$ cat src/rtl/bus_addr_decoder.sv
// Pipelined Wishbone 1-to-N address decoder.
// Routes responses back in order and terminates unmapped accesses with an error.
module bus_addr_decoder #(
    parameter int                       NUM_SLAVES      = 2,
    parameter logic [NUM_SLAVES*32-1:0] SLAVE_BASE      = {32'h4000_0000, 32'h8000_0000},
    parameter logic [NUM_SLAVES*32-1:0] SLAVE_MASK      = {32'hFFFF_FFF0, 32'hC000_0000},
    parameter int                       MAX_OUTSTANDING = 4,
    parameter int                       DW              = 32
) (
    input  logic                     clk_i,
    input  logic                     rstn_i,
    input  logic                     m_cyc_i,
    input  logic                     m_stb_i,
    input  logic                     m_we_i,
    input  logic [31:0]              m_addr_i,
    input  logic [DW-1:0]            m_wdata_i,
    input  logic [DW/8-1:0]          m_sel_i,
    output logic                     m_stall_o,
    output logic                     m_ack_o,
    output logic                     m_err_o,
    output logic [DW-1:0]            m_rdata_o,
    output logic [NUM_SLAVES-1:0]    s_cyc_o,
    output logic [NUM_SLAVES-1:0]    s_stb_o,
    output logic                     s_we_o,
    output logic [31:0]              s_addr_o,
    output logic [DW-1:0]            s_wdata_o,
    output logic [DW/8-1:0]          s_sel_o,
    input  logic [NUM_SLAVES-1:0]    s_stall_i,
    input  logic [NUM_SLAVES-1:0]    s_ack_i,
    input  logic [NUM_SLAVES-1:0]    s_err_i,
    input  logic [NUM_SLAVES*DW-1:0] s_rdata_i
);

    // Target index NUM_SLAVES is the internal error target.
    localparam int TW = $clog2(NUM_SLAVES + 1);
    localparam int CW = $clog2(MAX_OUTSTANDING + 1);
    localparam logic [TW-1:0] ERR_TGT = TW'(NUM_SLAVES);
    localparam logic [CW-1:0] CNT_MAX = CW'(MAX_OUTSTANDING);

    logic [TW-1:0] tgt_q, tgt_d;
    logic [CW-1:0] cnt_q, cnt_d;
    logic          err_pend_q, err_pend_d;

    logic [TW-1:0] dec;
    logic          dec_real;
    logic          tgt_real;
    logic          cnt_nz;
    logic          req;
    logic          accept;
    logic          stall;
    logic          switch_blk;
    logic          full_blk;
    logic          sel_ack;
    logic          sel_err;
    logic          sel_stall;
    logic [DW-1:0] sel_rdata;
    logic          resp_real;
    logic          resp;

    // Address decode: scan downwards so the lowest matching region wins.
    always_comb begin
        dec = ERR_TGT;
        for (int i = NUM_SLAVES - 1; i >= 0; i--) begin
            if ((m_addr_i & SLAVE_MASK[32*i +: 32]) == SLAVE_BASE[32*i +: 32]) begin
                dec = TW'(i);
            end
        end
    end

    // Select response lines of the owning slave and stall of the decoded one.
    always_comb begin
        sel_ack   = 1'b0;
        sel_err   = 1'b0;
        sel_rdata = '0;
        sel_stall = 1'b0;
        for (int i = 0; i < NUM_SLAVES; i++) begin
            if (tgt_q == TW'(i)) begin
                sel_ack   = s_ack_i[i];
                sel_err   = s_err_i[i];
                sel_rdata = s_rdata_i[DW*i +: DW];
            end
            if (dec == TW'(i)) begin
                sel_stall = s_stall_i[i];
            end
        end
    end

    assign dec_real   = (dec != ERR_TGT);
    assign tgt_real   = (tgt_q != ERR_TGT);
    assign cnt_nz     = (cnt_q != '0);
    assign req        = m_cyc_i & m_stb_i;

    // Pending responses pin the target so replies come back in order.
    assign switch_blk = cnt_nz & (dec != tgt_q);
    assign resp_real  = tgt_real & cnt_nz & (sel_ack | sel_err);
    assign resp       = resp_real | err_pend_q;
    assign full_blk   = (cnt_q == CNT_MAX) & ~resp;

    assign stall  = ~rstn_i
                  | (req & (switch_blk | full_blk | (dec_real & sel_stall)));
    assign accept = rstn_i & req & ~stall;

    // Slave-side strobes and cycles, all forced low during reset.
    always_comb begin
        s_stb_o = '0;
        s_cyc_o = '0;
        for (int i = 0; i < NUM_SLAVES; i++) begin
            s_stb_o[i] = rstn_i & req & ~switch_blk & ~full_blk
                       & (dec == TW'(i));
            s_cyc_o[i] = rstn_i & m_cyc_i
                       & ((cnt_nz & (tgt_q == TW'(i))) | (req & (dec == TW'(i))));
        end
    end

    assign s_we_o    = m_we_i;
    assign s_addr_o  = m_addr_i;
    assign s_wdata_o = m_wdata_i;
    assign s_sel_o   = m_sel_i;

    assign m_stall_o = stall;
    assign m_ack_o   = rstn_i & tgt_real & cnt_nz & sel_ack;
    assign m_err_o   = rstn_i & ((tgt_real & cnt_nz & sel_err) | err_pend_q);
    assign m_rdata_o = (rstn_i & resp_real) ? sel_rdata : '0;

    // Next-state: target latch, outstanding count, error-target reply.
    always_comb begin
        tgt_d      = tgt_q;
        cnt_d      = cnt_q;
        err_pend_d = 1'b0;
        if (accept) begin
            tgt_d = dec;
        end
        if (!m_cyc_i) begin
            cnt_d = '0;
        end else begin
            cnt_d      = cnt_q + CW'(accept) - CW'(resp);
            err_pend_d = accept & ~dec_real;
        end
    end

    // State registers with asynchronous active-low reset.
    always_ff @(posedge clk_i or negedge rstn_i) begin
        if (!rstn_i) begin
            tgt_q      <= '0;
            cnt_q      <= '0;
            err_pend_q <= 1'b0;
        end else begin
            tgt_q      <= tgt_d;
            cnt_q      <= cnt_d;
            err_pend_q <= err_pend_d;
        end
    end

endmodule

$ cat config.mk
export PLATFORM = sky130hd
export DESIGN_NAME = bus_addr_decoder
export DESIGN_NICKNAME = d
export VERILOG_FILES = /design/src/rtl/bus_addr_decoder.sv
export SDC_FILE = /design/constraint.sdc
export NUM_CORES = 1
export LEC_CHECK = 0
export BUFFER_PORTS_ARGS = -buffer_cell sky130_fd_sc_hd__buf_2
export CORE_AREA = 2 2 96 98
export DETAILED_ROUTE_END_ITERATION = 7
export DIE_AREA = 0 0 98 100
export GPL_ROUTABILITY_DRIVEN = 0
export REMOVE_ABC_BUFFERS = 1
export SYNTH_ARGS = -nofsm -noshare
export SYNTH_HDL_FRONTEND = slang
export SYNTH_SLANG_ARGS = --single-unit
$ cat constraint.sdc
create_clock -name clk_i -period 3.8 [get_ports clk_i]
set_clock_uncertainty 0.1 [all_clocks]
set_input_delay 0.76 -clock clk_i [delete_from_list [all_inputs] [get_ports clk_i]]
set_output_delay 0.76 -clock clk_i [all_outputs]
set_load 0.01 [all_outputs]
==> run_results.csv, run 1 <==
group,metric,value,unit
run_status,outcome,"complete, no violations",
setup_path,startpoint_type,"input pin",
sta,fin_tns_setup,0,ns
die,core_area,0.00889,sq mm
route,viasPerCell,4.49,
setup_path,rr_worst_depth,13,
route,drtIter0Drc,54,
setup_path,cp_cell_sequence,"buf_2 > nor4_2 > nand4_1 > o21ai_2 > o21ai_2 > a211o_1 > ha_1 > inv_1 > ha_1 > inv_1 > fa_1 > xnor2_1 > xnor2_1 > and2_1",
global_route,grt_max_degree,33,
synthesis,yosys_register_bits,6,
sta,whs,0.291,ns
die,die_height,100,um
cells_and_area,diodes,0,
clock_network,cts.reportedPaths.clkPinSlew,0.04,ns
setup_path,crit_buf_inv,3,
run,max_cap_viol_count,0,
synthesis,synthAdderAreaFrac,2.55,%
synthesis,syn_area_per_cell,8.03,sq um
synthesis,synth_xor_area_share,1.49,%
power_and_ir_drop,p_total,892,uW
die,io_pins,251,
die,rows,35,
synthesis,ys_types,45,
clock_network,insertion_delay,0.22,ns
clock_network,max-clock-path-buffers,2,
power_and_ir_drop,p_per_area,397,mW/mm^2
setup_path,crit_fanout,4,
synthesis,ys_seq_area_share,8.50,%
power_and_ir_drop,leakage,1.22,nW
worst_hold_path,hold_path_class,"input pin to asynchronous set/reset pin",
clock_network,clock-root-buffer,"clkbuf_8",
placed_design,portBuffers,168,
sta,grt_setup_unrepaired,"false",
power_and_ir_drop,power.switching,417,uW
synthesis,synth_largest_area_cell,"buf_4",
route,drtAntennaViolNets,0,
synthesis,synth_edf_count,0,
clock_network,cts_sinks,6,
setup_path,cp.arrival,3.25,ns
route,drt-wirelength-per-cell,17.5,um
route,dr.pass1.iters,6,
sta,timing.final.ws_setup,0.553,ns
setup_path,cp-end-kind,"flip-flop",
die,start_util,19.9,%
setup_path,critPathMaxStageDelay,0.42,ns
setup_path,r2r_start,"tgt_q[0]",
global_route,grt_first_pass_wirelength,10.6,mm
placed_design,dp.cells,424,
route,vias,1921,
setup_path,worstPathRequired,3.81,ns
power_and_ir_drop,internal_power,476,uW
cells_and_area,area_growth,27.1,%
global_route,grt.overflow.total,0,
synthesis,async_flop_share,100,%
die,die_x,98,um
power_and_ir_drop,power.share.switching,46.7,%
clock_network,cts_setup_buffers,0,
die,die-area,0.00980,sq mm
synthesis,synth_top_family_by_area,"buffers and inverters",
power_and_ir_drop,pwr-share-clk,11.1,%
synthesis,synthSimpleGateAreaFrac,27.2,%
synthesis,synth_cells,220,
synthesis,muxShareOfSynthArea,19.3,%
power_and_ir_drop,combPwrFrac,72.7,%
clock_network,htreeDepth,1,
sta,worstMarginPinSlew,0.490,ns
clock_network,cts_buffers,3,
sta,finalSetupViolations,0,
setup_path,timing.rr.end,"cnt_q[2]",
sta,max_freq,308,MHz
cells_and_area,num-nets-final,464,
placed_design,dp_hpwl,6.38,mm
global_route,grt_pass1_vias,1771,
power_and_ir_drop,p_seq_share,16.2,%
route,wirelength,7.50,mm
clock_network,cts_tree,"built",
sta,max_slew_margin,67.1,%
sta,min_period_over_period,85.4,%
cells_and_area,layout-drive-gt1-share,61.2,%
clock_network,post_cts_resized,0,
global_route,antenna_found_initial,0,
synthesis,yosys.area.top_type_share,30.2,%
power_and_ir_drop,vdd_ir_drop_max,0.145,mV
global_route,grtUsageTotal,14.2,%
sta,drv_slew,0,
setup_path,critical_path_class,"input pin to flip-flop",
synthesis,ys_top_cells_by_area,"buf_4, mux2i_1, dfrtp_1",
setup_path,cp_slowest_cell,"nor4_2",
clock_network,ctsHoldBuffers,0,
synthesis,synth_ff_type,"dfrtp_1",
placed_design,pre_cts_ws,0.273,ns
synthesis,ys.warnings.count,0,
sta,finalHoldViolCount,0,
cells_and_area,instances_no_fill,428,
setup_path,critical-path-top-delay-family,"adder cells",
setup_path,reg2reg_slack,0.73,ns
route,drc,0,
synthesis,syn_area,0.00177,sq mm
synthesis,synth-compound-area-share,8.36,%
sta,fin_crit,3.25,ns
power by group through the flow:
stage	combinational, mW	clock, mW	sequential [mW]
2_1_floorplan	0.385	0	0.188
3_3_place_gp	0.640	0	0.146
3_5_place_dp	0.653	0	0.146
4_1_cts	0.655	0.102	0.146
5_1_grt	0.716	0.107	0.153
6_report	0.649	0.0989	0.145
through the flow:
step	util, %	area, sq um
floorplan	-	1200
global placement	24.8	2200
detailed placement	24.8	2200
CTS	25.3	2250
global route	25.3	2250
finish	25.3	2250
sequential cells by signal, indices dropped and copies added, names as in the netlist:
name        count
tgt_q           2
cnt_q           3
err_pend_q      1
worst register-to-register path, stage by stage (launching register included):
cell	delay [ns]
dfrtp_2	0.54
nor3_2	0.11
a211oi_2	0.29
o2111a_2	0.28
o21ai_2	0.08
a211o_1	0.27
ha_1	0.29
inv_1	0.05
ha_1	0.13
inv_1	0.05
fa_1	0.37
xnor2_1	0.14
xnor2_1	0.12
and2_1	0.15
cells by family (layout without fill, tap and decap cells):
family,after synthesis,in the layout
flops,6,6
simple gates,75,75
mux,34,34
compound gates,19,19
fa+ha+maj,3,3
xor+xnor,3,3
buf+inv,80,177
layer usage:
metal / wire, um / vias to the layer above / share of wire, % / global-route usage [%]
li1: - / 874 / - / -
met1: 3110 / 861 / 41 / 18.0
met2: 3140 / 175 / 42 / 19.9
met3: 1150 / 9 / 15 / 8.57
met4: 49 / 2 / 0.65 / 3.21
met5: 42 / - / 0.56 / 7.69
layout by cell type, fill, tap and decap left out, drive strengths merged, types with 2 or more instances in the layout:
cell / netlist / routed
a211oi: 2 / 2
a21o: 2 / 2
a21oi: 4 / 4
and2: 4 / 4
buf: 74 / 171
clkbuf: 4 / 4
dfrtp: 6 / 6
ha: 2 / 2
inv: 2 / 2
mux2i: 34 / 34
nand2: 5 / 5
nand3: 2 / 2
nand4: 2 / 2
nor2: 40 / 40
nor2b: 2 / 2
nor3: 7 / 7
nor4: 6 / 6
o21ai: 4 / 4
xnor2: 3 / 3
cell usage after synthesis, drive strengths merged, types with 3 or more instances:
library cell  count
o21ai             4
nor3              7
mux2i            34
and2              4
dfrtp             6
a21oi             4
nor4              6
nand2             5
buf              74
nor2             40
clkbuf            4
xnor2             3
worst max path at each step:
stage / startpoint / to / slack, ns / cells past startpoint
global route: m_addr_i[27] / cnt_q[2] / 0.37 / 14
CTS: m_addr_i[27] / cnt_q[2] / 0.50 / 14
floorplan: tgt_q[0] / cnt_q[2] / -0.10 / 13
detailed placement: m_addr_i[27] / cnt_q[2] / 0.27 / 14
global placement: m_addr_i[27] / cnt_q[2] / 0.31 / 14
finish: m_addr_i[27] / cnt_q[2] / 0.55 / 14
area by class of cell:
cell class / count / area, sq um
Timing Repair Buffer: 171 / 863
Multi-Input combinational cell: 134 / 1040
Inverter: 2 / 7.51
Tap cell: 111 / 139
Fill cell: 994 / 6640
Clock buffer: 4 / 45.0
Sequential cell: 6 / 151
No activity file was read; power rests on OpenSTA's default activity.
==> run 2, diff against run 1 <==
--- a/config.mk
+++ b/config.mk
@@ -5,11 +5,13 @@
 export SDC_FILE = /design/constraint.sdc
 export NUM_CORES = 1
 export LEC_CHECK = 0
+export ABC_AREA = 1
 export BUFFER_PORTS_ARGS = -buffer_cell sky130_fd_sc_hd__buf_2
 export CORE_AREA = 2 2 96 98
 export DETAILED_ROUTE_END_ITERATION = 7
 export DIE_AREA = 0 0 98 100
 export GPL_ROUTABILITY_DRIVEN = 0
+export HOLD_SLACK_MARGIN = 0.05
 export REMOVE_ABC_BUFFERS = 1
 export SYNTH_ARGS = -nofsm -noshare
 export SYNTH_HDL_FRONTEND = slang
==> constraint.sdc (replaced) <==
create_clock -name clk_i -period 3.8 [get_ports clk_i]
set_clock_uncertainty 0.1 [all_clocks]
set_input_delay 0.76 -clock clk_i [delete_from_list [all_inputs] [get_ports clk_i]]
set_output_delay 0.76 -clock clk_i [all_outputs]
set_load 0.05 [all_outputs]
==> run_results.csv, run 2 <==
group,metric,value,unit
sta,finalHoldViolCount,0,
synthesis,synth_edf_count,0,
placed_design,place_area,0.00218,sq mm
setup_path,critical_path_class,"input pin to output pin",
clock_network,cts.reportedPaths.clkPinSlew,0.03,ns
die,die-area,0.00980,sq mm
sta,drv_slew,0,
setup_path,crit_fanout,32,
power_and_ir_drop,leakage,1.25,nW
setup_path,worstPathRequired,2.94,ns
synthesis,syn_area_per_cell,6.04,sq um
route,drt-wirelength-per-cell,17.8,um
synthesis,ys_top_cells_by_area,"buf_4, nand2_1, a21oi_2",
global_route,grt_pass1_vias,1833,
global_route,grt_first_pass_wirelength,12.0,mm
sta,finalSetupViolations,0,
route,drtAntennaViolNets,0,
die,io_pins,251,
synthesis,yosys-top-cells-count,"nand2_1, buf_4, a21oi_2",
sta,max_slew_margin,35.5,%
route,dr_wl_met2,4.39,mm
clock_network,ctsHoldBuffers,0,
route,dr.pass1.iters,4,
setup_path,startpoint_type,"input pin",
route,drc,0,
clock_network,htreeDepth,1,
setup_path,cp-end-kind,"output pin",
global_route,grt.overflow.total,0,
die,start_util,19.9,%
synthesis,ys_seq_area_share,8.49,%
clock_network,clock-root-buffer,"clkbuf_8",
route,top_layer,"met5",
synthesis,ys.warnings.count,0,
die,core_area,0.00889,sq mm
route,drtIter0Drc,42,
cells_and_area,final_common_cell,"buf_2",
route,drt-met1-wl,2.08,mm
power_and_ir_drop,p_per_area,411,mW/mm^2
synthesis,yosys_register_bits,6,
setup_path,crit_buf_inv,2,
route,dr_wl_met3,1.94,mm
cells_and_area,final_cell_mix,"buf_2, nand2_1, a21oi_2",
setup_path,cp_cell_sequence,"buf_2 > nand3_1 > nand2_2 > o21ai_2 > or2_2 > a21oi_1 > buf_2",
placed_design,dp.cells,495,
cells_and_area,layout-drive-gt1-share,56.3,%
die,die_height,100,um
cells_and_area,largest_reg_flops,3,
synthesis,yosysMostFrequentCell,"nand2_1",
synthesis,yosys.area.top_type_share,29.3,%
setup_path,cp_slowest_cell,"or2_2",
route,vias,2043,
sta,grt_setup_unrepaired,"false",
power_and_ir_drop,vdd_ir_drop_max,0.261,mV
run,max_cap_viol_count,0,
cells_and_area,postLayoutCellArea,0.00222,sq mm
global_route,grt_max_degree,34,
synthesis,synth_largest_area_cell,"buf_4",
synthesis,syn_area,0.00177,sq mm
sta,fin_tns_setup,0,ns
synthesis,synth_cells,293,
die,rows,35,
clock_network,cts_setup_buffers,0,
clock_network,cts_sinks,6,
die,die_x,98,um
cells_and_area,area_growth,25.6,%
placed_design,dp_hpwl,7.92,mm
sta,worstMarginPinSlew,0.968,ns
cells_and_area,reg_top3,"cnt_q (3), tgt_q (2), err_pend_q (1)",
cells_and_area,diodes,0,
placed_design,portBuffers,168,
route,viasPerCell,4.10,
clock_network,insertion_delay,0.22,ns
cells_and_area,top_register,"cnt_q",
worst_hold_path,hold_path_class,"input pin to asynchronous set/reset pin",
setup_path,cp.arrival,2.35,ns
sta,fin_crit,3.21,ns
cells_and_area,num-nets-final,535,
power_and_ir_drop,p_total,913,uW
clock_network,cts_buffers,3,
setup_path,critPathMaxStageDelay,0.77,ns
setup_path,crit_path_frequent_cell,"buf_2",
synthesis,async_flop_share,100,%
clock_network,post_cts_resized,0,
route,wirelength,8.85,mm
clock_network,cts_tree,"built",
cells_and_area,instances_no_fill,498,
sta,min_period_over_period,84.5,%
global_route,grtUsageTotal,16.9,%
sta,max_freq,312,MHz
cells_and_area,fillers,1015,
synthesis,ys_types,25,
setup_path,critical-path-top-delay-family,"simple AND/OR/NAND/NOR gates",
synthesis,synth_ff_type,"dfrtp_1",
global_route,antenna_found_initial,0,
clock_network,max-clock-path-buffers,2,
run_status,outcome,"complete, no violations",
run 2: cell count changes in the layout (fill, tap and decap cells not counted), sizes merged, moves of 4 or more:
cell and delta:
mux2i -34, nand3 +4, nand2 +97, nor4 -6, nor3 -7, inv +22, nor2 -11, a21oi +31
run 2: power by group:
| part | internal (mW) | switching, mW | leakage [nW] |
|---|---|---|---|
| Combinational | 0.202 | 0.508 | 1.15 |
| Sequential | 0.0841 | 0.0246 | 0.0797 |
| Clock | 0.0679 | 0.0262 | 0.0216 |
run 2: per-stage QoR:
stage / hold slack, ns / worst slack (ns) / util (%)
floorplan: 0.364 / 0.120 / -
global placement: 0.508 / 0.618 / 24.5
detailed placement: 0.511 / 0.573 / 24.5
CTS: 0.280 / 0.582 / 25.0
global route: 0.280 / 0.355 / 25.0
finish: 0.278 / 0.591 / 25.0
run 2: layer usage:
metal | vias up | global-route usage (%)
met5 | - | 6.15
met4 | 2 | 7.05
met3 | 12 | 16.4
met2 | 138 | 30.2
met1 | 872 | 11.3
li1 | 1019 | -
run 2: worst reg2reg max path, delay by kind of cell (launching register included):
family | cells | cell delay (ns)
adder cells (fa/ha/maj) | 3 | 0.83
AND/OR/NAND/NOR | 9 | 0.76
flip-flops | 1 | 0.46
buffers and inverters | 3 | 0.25
XOR/XNOR | 1 | 0.17
AO/OA/AOI/OAI | 1 | 0.09
run 2: final timing paths:
check | startpoint | endpoint | slack [ns] | cells past startpoint
worst max register to register | tgt_q[1] | cnt_q[2] | 1.08 | 17
worst max-delay path | s_ack_i[1] | m_rdata_o[31] | 0.59 | 7
min in group clk_i | cnt_q[0] | cnt_q[0] | 0.52 | 3
worst min register to register | cnt_q[0] | cnt_q[0] | 0.52 | 3
max in group asynchronous | rstn_i | cnt_q[1] | 3.16 | 1
worst min-delay path | rstn_i | cnt_q[0] | 0.28 | 1
run 2: logic make-up after synthesis:
kind of cell    count (synthesis)  share of synthesized area (%)
buf+inv                       103                           38.2
xor+xnor                        2                          0.990
flops                           6                           8.49
simple gates                  141                           32.3
compound gates                 38                           17.5
fa+ha+maj                       3                           2.55
run 2: final cells by class:
type	count	area [sq um]	area share (%)
clock buffer	3	41.3	1.86
inverter	24	90.1	4.05
multi-input combinational	184	946	42.6
sequential	6	150	6.76
tap	111	139	6.25
timing repair buffer	170	856	38.5
